[config.mk]
export PLATFORM = sky130hd
export DESIGN_NAME = sample_change_detector
export DESIGN_NICKNAME = d
export VERILOG_FILES = /design/src/rtl/sample_change_pkg.sv /design/src/rtl/sample_change_detector_fifo.sv /design/src/rtl/sample_change_detector.sv
export SDC_FILE = /design/constraint.sdc
export NUM_CORES = 1
export LEC_CHECK = 0
export CORE_ASPECT_RATIO = 2
export CORE_MARGIN = 3
export CORE_UTILIZATION = 53
export DETAILED_ROUTE_END_ITERATION = 8
export PLACE_DENSITY = 0.85
export SLEW_MARGIN = 40
export SYNTH_ARGS = -nofsm -noshare
export SYNTH_HDL_FRONTEND = slang
export SYNTH_SLANG_ARGS = --single-unit
[constraint.sdc]
create_clock -name clk -period 3.6 [get_ports clk]
set_clock_uncertainty 0.05 [all_clocks]
set_input_delay 0.72 -clock clk [delete_from_list [all_inputs] [get_ports clk]]
set_output_delay 0.72 -clock clk [all_outputs]
set_load 0.02 [all_outputs]
[src/rtl/sample_change_pkg.sv]
// Shared types for the sample change detector: event record, detector FSM states,
// drop-counter limit and its saturating increment.
package sample_change_pkg;

    localparam int         DEF_WIDTH    = 16;
    localparam int         DEF_TS_WIDTH = 16;
    localparam logic [7:0] DROP_MAX     = 8'hFF;

    typedef enum logic [1:0] {
        UNPRIMED = 2'd0,
        ARMED    = 2'd1,
        PENDING  = 2'd2
    } det_state_t;

    // Event record at the default widths; the top builds the same layout at its own widths.
    typedef struct packed {
        logic [DEF_WIDTH-1:0]    value;
        logic [DEF_WIDTH-1:0]    delta;
        logic [DEF_TS_WIDTH-1:0] timestamp;
    } evt_t;

    function automatic logic [7:0] sat_inc(input logic [7:0] cnt);
        return (cnt == DROP_MAX) ? cnt : cnt + 8'd1;
    endfunction

endpackage

[src/rtl/sample_change_detector_fifo.sv]
// Synchronous FIFO with a registered head word. Pop on empty is ignored, and a push
// while full is accepted only when a pop frees a slot in the same cycle.
module sync_fifo #(
    parameter int WIDTH = 8,
    parameter int DEPTH = 4
) (
    input  logic             clk,
    input  logic             reset,
    input  logic             push,
    input  logic [WIDTH-1:0] push_data,
    input  logic             pop,
    output logic [WIDTH-1:0] head,
    output logic             not_empty,
    output logic             full
);
    localparam int PW = $clog2(DEPTH);

    logic [WIDTH-1:0] mem [DEPTH];
    logic [PW-1:0]    wr_ptr, rd_ptr, rd_next;
    logic [PW:0]      count, count_next;
    logic [WIDTH-1:0] head_q, head_next;
    logic             do_push, do_pop;

    assign not_empty = (count != '0);
    assign full      = (count == (PW+1)'(DEPTH));
    assign do_pop    = pop && not_empty;
    assign do_push   = push && (!full || do_pop);
    assign head      = head_q;

    // Head is recomputed from the post-update contents so it is a plain register at the output.
    always_comb begin
        rd_next    = do_pop ? rd_ptr + PW'(1) : rd_ptr;
        count_next = count + (PW+1)'(do_push) - (PW+1)'(do_pop);
        if (count_next == '0) begin
            head_next = '0;
        end else if (do_push && (wr_ptr == rd_next)) begin
            head_next = push_data;
        end else begin
            head_next = mem[rd_next];
        end
    end

    always_ff @(posedge clk) begin
        if (reset) begin
            wr_ptr <= '0;
            rd_ptr <= '0;
            count  <= '0;
            head_q <= '0;
        end else begin
            if (do_push) begin
                wr_ptr <= wr_ptr + PW'(1);
            end
            rd_ptr <= rd_next;
            count  <= count_next;
            head_q <= head_next;
        end
    end

    always_ff @(posedge clk) begin
        if (do_push) begin
            mem[wr_ptr] <= push_data;
        end
    end

endmodule

[src/rtl/sample_change_detector.sv]
// Change detector: compares accepted samples against a baseline and queues change events.
// Optional glitch filter (PENDING state) enabled with `define STABLE_FILTER_EN.
module sample_change_detector
    import sample_change_pkg::*;
#(
    parameter int WIDTH    = DEF_WIDTH,
    parameter int DEPTH    = 4,
    parameter int TS_WIDTH = DEF_TS_WIDTH
) (
    input  logic                clk,
    input  logic                reset,
    input  logic [WIDTH-1:0]    sample_in,
    input  logic                sample_valid,
    output logic                evt_valid,
    input  logic                evt_ready,
    output logic [WIDTH-1:0]    evt_value,
    output logic [WIDTH-1:0]    evt_delta,
    output logic [TS_WIDTH-1:0] evt_timestamp,
    output logic [7:0]          drop_count,
    output logic                primed
);
    typedef struct packed {
        logic [WIDTH-1:0]    value;
        logic [WIDTH-1:0]    delta;
        logic [TS_WIDTH-1:0] timestamp;
    } evt_rec_t;

    det_state_t          state, state_d;
    logic [WIDTH-1:0]    baseline, baseline_d;
    logic [TS_WIDTH-1:0] ts;
    logic [7:0]          drops;
    logic                push, fifo_full, fifo_not_empty, drop;
    evt_rec_t            push_evt, head_evt;
    logic                differs;

`ifdef STABLE_FILTER_EN
    logic [WIDTH-1:0]    cand, cand_d;
    logic [TS_WIDTH-1:0] cand_ts, cand_ts_d;
`endif

    assign differs = sample_valid && (sample_in != baseline);

    always_ff @(posedge clk) begin
        if (reset) begin
            state <= UNPRIMED;
        end else begin
            state <= state_d;
        end
    end

    always_comb begin
        state_d = state;
        case (state)
            UNPRIMED: if (sample_valid) state_d = ARMED;
`ifdef STABLE_FILTER_EN
            ARMED:    if (differs) state_d = PENDING;
            PENDING:  if (sample_valid && (sample_in == cand || sample_in == baseline)) state_d = ARMED;
`endif
            default:  state_d = ARMED;
        endcase
    end

    always_comb begin
        push       = 1'b0;
        push_evt   = '{value: sample_in, delta: sample_in - baseline, timestamp: ts};
        baseline_d = baseline;
`ifdef STABLE_FILTER_EN
        cand_d     = cand;
        cand_ts_d  = cand_ts;
`endif
        case (state)
            UNPRIMED: if (sample_valid) baseline_d = sample_in;
`ifdef STABLE_FILTER_EN
            ARMED: begin
                if (differs) begin
                    cand_d    = sample_in;
                    cand_ts_d = ts;
                end
            end
            PENDING: begin
                // A repeat of the candidate confirms it; the event carries the first sighting's stamp.
                if (sample_valid && sample_in == cand) begin
                    push       = 1'b1;
                    push_evt   = '{value: cand, delta: cand - baseline, timestamp: cand_ts};
                    baseline_d = cand;
                end else if (differs) begin
                    cand_d    = sample_in;
                    cand_ts_d = ts;
                end
            end
`else
            ARMED: begin
                if (differs) begin
                    push       = 1'b1;
                    baseline_d = sample_in;
                end
            end
`endif
            default: ;
        endcase
    end

    // The baseline follows every change, including ones dropped at a full FIFO.
    assign drop = push && fifo_full && !evt_ready;

    always_ff @(posedge clk) begin
        if (reset) begin
            baseline <= '0;
            ts       <= '0;
            drops    <= '0;
`ifdef STABLE_FILTER_EN
            cand     <= '0;
            cand_ts  <= '0;
`endif
        end else begin
            baseline <= baseline_d;
            ts       <= ts + TS_WIDTH'(1);
            if (drop) begin
                drops <= sat_inc(drops);
            end
`ifdef STABLE_FILTER_EN
            cand     <= cand_d;
            cand_ts  <= cand_ts_d;
`endif
        end
    end

    sync_fifo #(
        .WIDTH ($bits(evt_rec_t)),
        .DEPTH (DEPTH)
    ) u_fifo (
        .clk       (clk),
        .reset     (reset),
        .push      (push),
        .push_data (push_evt),
        .pop       (evt_ready),
        .head      (head_evt),
        .not_empty (fifo_not_empty),
        .full      (fifo_full)
    );

    assign evt_valid     = fifo_not_empty;
    assign evt_value     = head_evt.value;
    assign evt_delta     = head_evt.delta;
    assign evt_timestamp = head_evt.timestamp;
    assign drop_count    = drops;
    assign primed        = (state != UNPRIMED);

endmodule

==> results of run 1 <==
## final cells by class
type | count | area (sq um)
timing repair buffer | 141 | 1360
clock buffer | 36 | 728
inverter | 27 | 101
multi-input combinational | 722 | 3870
fill | 1559 | 7640
clock inverter | 8 | 45.0
sequential | 288 | 7690
tap | 273 | 342
## cell usage after synthesis, types with 5 or more instances
cell type  number  area, sq um
or3_1           5         31.3
buf_2          16         80.1
nand3_1       161          806
o21ai_0        12         60.1
and3_1         10         62.6
nand2_1       247          927
and2_1         11         68.8
xor2_1         20          175
dfxtp_1        96         1920
nand4_1         8         50.1
a21oi_1        81          405
and4_1          5         43.8
clkbuf_1       37          139
ha_1           23          288
nor2_1         73          274
xnor2_1        15          131
nor3_1          5         25.0
edfxtp_1      192         5770
inv_1          27          101
## tightest hold or removal path: stages (launching register included)
cell and delay, ps:
dfxtp_1 330, nand2_1 70, a21oi_1 60
## registers in the layout (all words and copies together), names as in the netlist, 2 cells and up
register	flops
drop_count	8
u_fifo.count	3
u_fifo.mem	192
u_fifo.head	48
u_fifo.rd_ptr	2
ts	16
baseline	16
u_fifo.wr_ptr	2
## per-stage QoR
step	utilization (%)	cell area, sq um	setup WS (ps)	instances
6_report	64.9	14100	331	1495
3_5_place_dp	61.4	13400	-163	1451
4_1_cts	64.9	14100	370	1495
3_3_place_gp	61.4	13400	-50.3	1451
2_1_floorplan	-	11900	8.90	1098
5_1_grt	64.9	14100	176	1495
## how the worst max path moves through the flow
stage,to,slack (ps),depth (start not counted)
floorplan,u_fifo.head[10]$_SDFF_PP0_,9,14
global placement,u_fifo.head[8]$_SDFF_PP0_,-50,13
detailed placement,u_fifo.head[15]$_SDFF_PP0_,-160,13
CTS,u_fifo.head[15]$_SDFF_PP0_,370,13
global route,u_fifo.head[19]$_SDFF_PP0_,180,13
finish,u_fifo.head[15]$_SDFF_PP0_,330,13
## report_power, final
part	total [mW]	switching [mW]	internal, mW
clock network	2.57	1.16	1.41
logic	3.15	1.96	1.19
registers	4.00	0.171	3.83
total	9.72	3.29	6.43
## cells by family after synthesis
group | Yosys count | synth area share (%)
AND/OR/NAND/NOR | 538 | 20.1
XOR/XNOR | 37 | 2.86
buffers and inverters | 88 | 3.06
adder cells (fa/ha/maj) | 25 | 2.76
AO/OA/AOI/OAI | 118 | 5.98
flip-flops | 288 | 64.8
multiplexers | 4 | 0.443
## layer usage
layer	vias to the layer above	routed length, microns	GRT usage [%]
met4	0	2260	17.7
li1	4045	-	-
met1	4312	9890	25.6
met2	425	16000	44.9
met3	130	1830	2.86
met5	-	0	0
==> results by group, run 1 <==
Timing
  • Final Hold Viols: 0
  • Worst Tran Pin Value: 744 ps
  • Final worst-path cycle share: 90.8%
  • RSZ-0062 raised after global routing: no
  • Slew headroom: 50.1%
  • Fmax: 0.306 GHz
  • Slew Limit Fails: 0
  • Tmin final: 3270 ps
  • Setup_tns: 0 ps
  • Hold slack: 455 ps
  • Setup Viol. Count Final: 0

Worst setup path
  • Worst r2r dst: u_fifo.head[15]$_SDFF_PP0_
  • Critical path's top delay family: adder cells
  • CP Capture Type: flop
  • Crit-path slowest cell: clkdlybuf4s50_1
  • Worst R2R Path Depth: 12
  • CP dominant cell by count: ha_1
  • Crit path max fanout: 35
  • Critical path class: input pin to flop
  • CP bufs+invs: 3
  • Reg2Reg Launch Point: u_fifo.count[1]$_SDFF_PP0_
  • Crit-path cells: clkdlybuf4s50_1, ha_1, nand4_1, nor2_1, a21oi_4, ha_1, inv_1, fa_1, xor2_1, xnor2_1, a31o_2, buf_12, a21oi_1
  • CP Launch Type: input pin
  • Critical Path RT: 4000 ps
  • Setup slack, reg-to-reg: 560 ps
  • Slowest stage delay, CP: 510 ps
  • CP Data Arrival Time: 3660 ps
  • Worst Setup SP: sample_in[8]

Min path
  • Hold Path End: drop_count[1]$_SDFFE_PP0P_
  • Critical hold path startpoint: drop_count[1]$_SDFFE_PP0P_
  • Hold Path Class: flop to flop
  • WHS Path Cells: 2

GRT
  • First-pass GRT wire length: 47.1 mm
  • Total track usage: 24.6%
  • Largest net degree at the start of global routing: 96
  • Initial antenna violation count: 0
  • Vias in the first global route: 9103
  • Gr ovfl total: 0

CTS
  • Post-CTS Resized: 0
  • Clk buf depth: 3
  • Cts-stage hold buffer count: 0
  • H-tree Lvls: 1
  • CTS tree: done
  • Total CTS buffers: 24
  • Clock sinks: 288
  • Skew-Pair Late Insertion Delay: 540 ps
  • Post-CTS setup buffer count: 0
  • Register clock-pin slew on the reported worst setup and hold paths: 70 ps
  • Root buffer cell: clkbuf_16

Synthesis
  • Synth Flop Type: edfxtp_1
  • Yosys reg bits: 288
  • Sequential fraction of the synthesis area: 64.8%
  • Number of synthesized flops with an enable pin: 192
  • Netlist Area Pre-Place: 0.0119 sq mm
  • Syn. warnings: 0
  • Asr flop ratio synth: 0%
  • Synth Instances: 1098
  • Total nets after synthesis: 1143
  • Syn Area/Cell: 10.8 sq um
  • Synth cell types: 51

Die
  • Die area: 0.0243 sq mm
  • Chip height: 218 microns
  • # IOs: 78
  • Die width: 112 microns
  • Initial core utilization: 54.5%
  • Core area: 0.0218 sq mm
  • Rows: 76

Detailed routing
  • DRC: 0
  • Pre-Repair DR Iteration Count: 6
  • Avg WL per Cell: 20.1 microns
  • Vias per cell: 5.96
  • Post-route ant nets: 0
  • Vias: 8912
  • DRT iter0 DRCs: 762
  • Detailed Route WL: 30.0 mm

Status
  • Status: completed

Layout
  • Most common library cell in the layout ignoring fill and taps: nand2_1
  • Share of cells above drive strength 1: 10.1%
  • Final-stage net count: 1249
  • Area grow syn2layout: 19.1%
  • Commonest non-fill, non-tap cells in the layout: nand2_1, edfxtp_1, nand3_1
  • Number of diodes: 0

Pwr
  • Pleak: 5.28 nW
  • Design Power: 9.72 mW
  • PD cells: 688 mW/mm^2
  • Max VDD drop: 0.445 mV

Placed design
  • Buffers on Ports: 77
  • Post-DP HPWL: 18.6 mm
  • Global placer's final weighted congestion: 0.944

Job
  • Max cap viols: 0
No activity file was read; power rests on OpenSTA's default activity.
==> run 2: changes to the inputs <==
--- a/config.mk
+++ b/config.mk
@@ -5,6 +5,7 @@
 export SDC_FILE = /design/constraint.sdc
 export NUM_CORES = 1
 export LEC_CHECK = 0
+export CAP_MARGIN = 20
 export CORE_ASPECT_RATIO = 2
 export CORE_MARGIN = 3
 export CORE_UTILIZATION = 53
==> results of run 2 <==
Same layout as run 1: the final DEF is identical, and so are final timing and power.
==> run 3: changes to the inputs <==
--- a/config.mk
+++ b/config.mk
@@ -8,9 +8,11 @@
 export CAP_MARGIN = 20
 export CORE_ASPECT_RATIO = 2
 export CORE_MARGIN = 3
-export CORE_UTILIZATION = 53
+export CORE_UTILIZATION = 55
+export CTS_CLUSTER_SIZE = 40
 export DETAILED_ROUTE_END_ITERATION = 8
-export PLACE_DENSITY = 0.85
+export DONT_BUFFER_PORTS = 1
+export PLACE_DENSITY = 0.82
 export SLEW_MARGIN = 40
 export SYNTH_ARGS = -nofsm -noshare
 export SYNTH_HDL_FRONTEND = slang
==> run 3 against run 2 <==
- sequential share of layout area up 4.0 points
- via count fell by 8.4%
- first-iteration DRC count is 15% lower
==> results by group, run 3 (synthesis gave the netlist of run 1 again) <==
Status
  • Status: completed

Pwr
  • Pleak: 4.86 nW (-8.0%)
  • Design Power: 9.30 mW (-4.3%)
  • Max VDD drop: 0.566 mV (+27%)
  • PD cells: 707 mW/mm^2 (+2.8%)

CTS
  • Post-CTS setup buffer count: 0 (unchanged)
  • Clk buf depth: 3 (unchanged)
  • Register clock-pin slew on the reported worst setup and hold paths: 70 ps (about the same)
  • Skew-Pair Late Insertion Delay: 530 ps (about the same)
  • Post-CTS Resized: 0 (unchanged)
  • Total CTS buffers: 25 (+4.2%)
  • Clock sinks: 288 (unchanged)
  • CTS tree: done
  • H-tree Lvls: 1 (unchanged)
  • Root buffer cell: clkbuf_16
  • Cts-stage hold buffer count: 0 (unchanged)

Die
  • Chip height: 214 microns (-1.8%)
  • Die area: 0.0235 sq mm (-3.5%)
  • Rows: 75 (-1.3%)
  • Core area: 0.0211 sq mm (-3.0%)
  • # IOs: 78 (unchanged)
  • Die width: 110 microns (-1.7%)
  • Initial core utilization: 56.2% (+1.7 points)

GRT
  • Largest net degree at the start of global routing: 96 (unchanged)
  • First-pass GRT wire length: 43.2 mm (-8.2%)
  • Initial antenna violation count: 0 (unchanged)
  • Vias in the first global route: 8095 (-11%)
  • Total track usage: 24.3% (-0.29 points)
  • Gr ovfl total: 0 (unchanged)

Timing
  • Worst setup margin: 557 ps (+226 ps)
  • Slew Limit Fails: 0 (unchanged)
  • Worst Tran Pin Value: 780 ps (+35.8 ps)
  • Setup Viol. Count Final: 0 (unchanged)
  • Setup_tns: 0 ps (unchanged)
  • Final worst-path cycle share: 84.5% (-6.3 points)
  • Final Hold Viols: 0 (unchanged)
  • Tmin final: 3040 ps (-226 ps)
  • Fmax: 0.329 GHz (+7.4%)
  • Slew headroom: 48.0% (-2.0 points)
  • RSZ-0062 raised after global routing: no

Detailed routing
  • Vias: 8161 (-8.4%)
  • Post-route ant nets: 0 (unchanged)
  • DRC: 0 (unchanged)
  • Pre-Repair DR Iteration Count: 7 (+1)
  • Vias per cell: 5.91 (-0.87%)
  • Detailed Route WL: 27.6 mm (-7.9%)
  • DRT iter0 DRCs: 648 (-15%)
  • Avg WL per Cell: 20.0 microns (-0.35%)

Placed design
  • Buffers on Ports: 0 (-100%)
  • Global placer's final weighted congestion: 1.02 (+8.2%)
  • Post-Place Worst Slack: 279 ps (+442 ps)
  • Post-DP HPWL: 17.0 mm (-8.2%)
  • DP Area: 0.0123 sq mm (-7.7%)

Worst setup path
  • Crit-path slowest cell: o31ai_4
  • CP Data Arrival Time: 3440 ps (-220 ps)
  • Crit path max fanout: 17 (-51%)
  • Crit-path cells: o31ai_4, inv_1, ha_1, inv_1, ha_1, inv_1, fa_1, xor2_1, xnor2_1, a31o_2, buf_4, a21oi_1
  • Setup slack, reg-to-reg: 560 ps (about the same)
  • Reg2Reg Launch Point: u_fifo.count[1]$_SDFF_PP0_
  • Critical Path RT: 4000 ps (about the same)
  • Worst R2R Path Depth: 12 (unchanged)
  • Worst r2r dst: u_fifo.head[44]$_SDFF_PP0_
  • CP dominant cell by count: inv_1
  • CP Capture Type: flop
  • Slowest stage delay, CP: 490 ps (-20 ps)
  • Critical path class: flop to flop
  • CP Launch Type: flop

Min path
  • Hold Path End: drop_count[0]$_SDFFE_PP0P_
  • WHS Path Cells: 1 (-1)
  • Critical hold path startpoint: reset
  • Hold Path Class: input pin to flop

Layout
  • Filler Cells Inserted: 1611 (+3.3%)
  • Final Util: 62.3% (-2.6 points)
  • Max FFs per register: 192 (unchanged)
  • Most common library cell in the layout ignoring fill and taps: nand2_1
  • Number of diodes: 0 (unchanged)
  • Biggest register: u_fifo.mem
  • Area grow syn2layout: 10.9%
  • Commonest non-fill, non-tap cells in the layout: nand2_1, edfxtp_1, nand3_1
  • Share of cells above drive strength 1: 8.18% (-1.9 points)
  • Final Instance Area: 0.0132 sq mm (-6.9%)
  • Final-stage net count: 1139 (-8.8%)

Job
  • Max cap viols: 0 (unchanged)
[run 3: cell count changes in the layout (fill, tap and decap cells not counted), sizes merged]
| cell | before | now |
|---|---|---|
| clkinvlp | 1 | 0 |
| bufinv | 0 | 1 |
| clkdlybuf4s50 | 76 | 0 |
| clkinv | 5 | 6 |
| buf | 65 | 30 |
| inv | 29 | 28 |
| clkbuf | 36 | 37 |
[run 3: cell type report]
cell class                      count  area (sq um)  area share, %
Clock inverter                      8          78.8          0.599
Multi-Input combinational cell    722          3890           29.5
Timing Repair Buffer               30           329           2.50
Clock buffer                       37           741           5.63
Inverter                           27           101          0.770
Sequential cell                   288          7690           58.4
Tap cell                          269           337           2.56
[run 3: through the flow]
step | instances | hold slack, ps
2_1_floorplan | 1098 | 411
3_3_place_gp | 1336 | 450
3_5_place_dp | 1336 | 462
4_1_cts | 1381 | 193
5_1_grt | 1381 | 194
6_report | 1381 | 213
[run 3: worst max-delay path, delay by kind of cell, from the launching register on]
family	cells	cell delay (ps)
AOI/OAI and AO/OA	3	970
xor gates and xnor gates	2	340
adders and majority gates	3	780
buffers and inverters	4	410
DFF	1	420
[run 3: how the worst max path moves through the flow]
stage,start,to,slack (ps)
after floorplan,sample_in[10],u_fifo.head[10]$_SDFF_PP0_,9
after global placement,sample_in[14],u_fifo.head[0]$_SDFF_PP0_,340
after detailed placement,sample_in[14],u_fifo.head[0]$_SDFF_PP0_,280
after CTS,baseline[14]$_SDFFE_PP0P_,u_fifo.head[44]$_SDFF_PP0_,570
after global routing,u_fifo.count[1]$_SDFF_PP0_,u_fifo.head[44]$_SDFF_PP0_,400
final,u_fifo.count[1]$_SDFF_PP0_,u_fifo.head[44]$_SDFF_PP0_,560
[run 3: power by group]
part,internal (mW),switching [mW],total [mW]
registers,3.83,0.402,4.24
clock network,1.50,1.16,2.67
logic,0.812,1.59,2.40
[run 3: routing by layer]
layer / vias up / part of all wire (%) / GRT usage [%]
met1: 3916 / 34 / 26.8
li1: 3817 / - / -
met4: 0 / 5.4 / 14.2
met5: - / 0 / 0
met3: 87 / 6.1 / 3.07
met2: 341 / 54 / 43.7
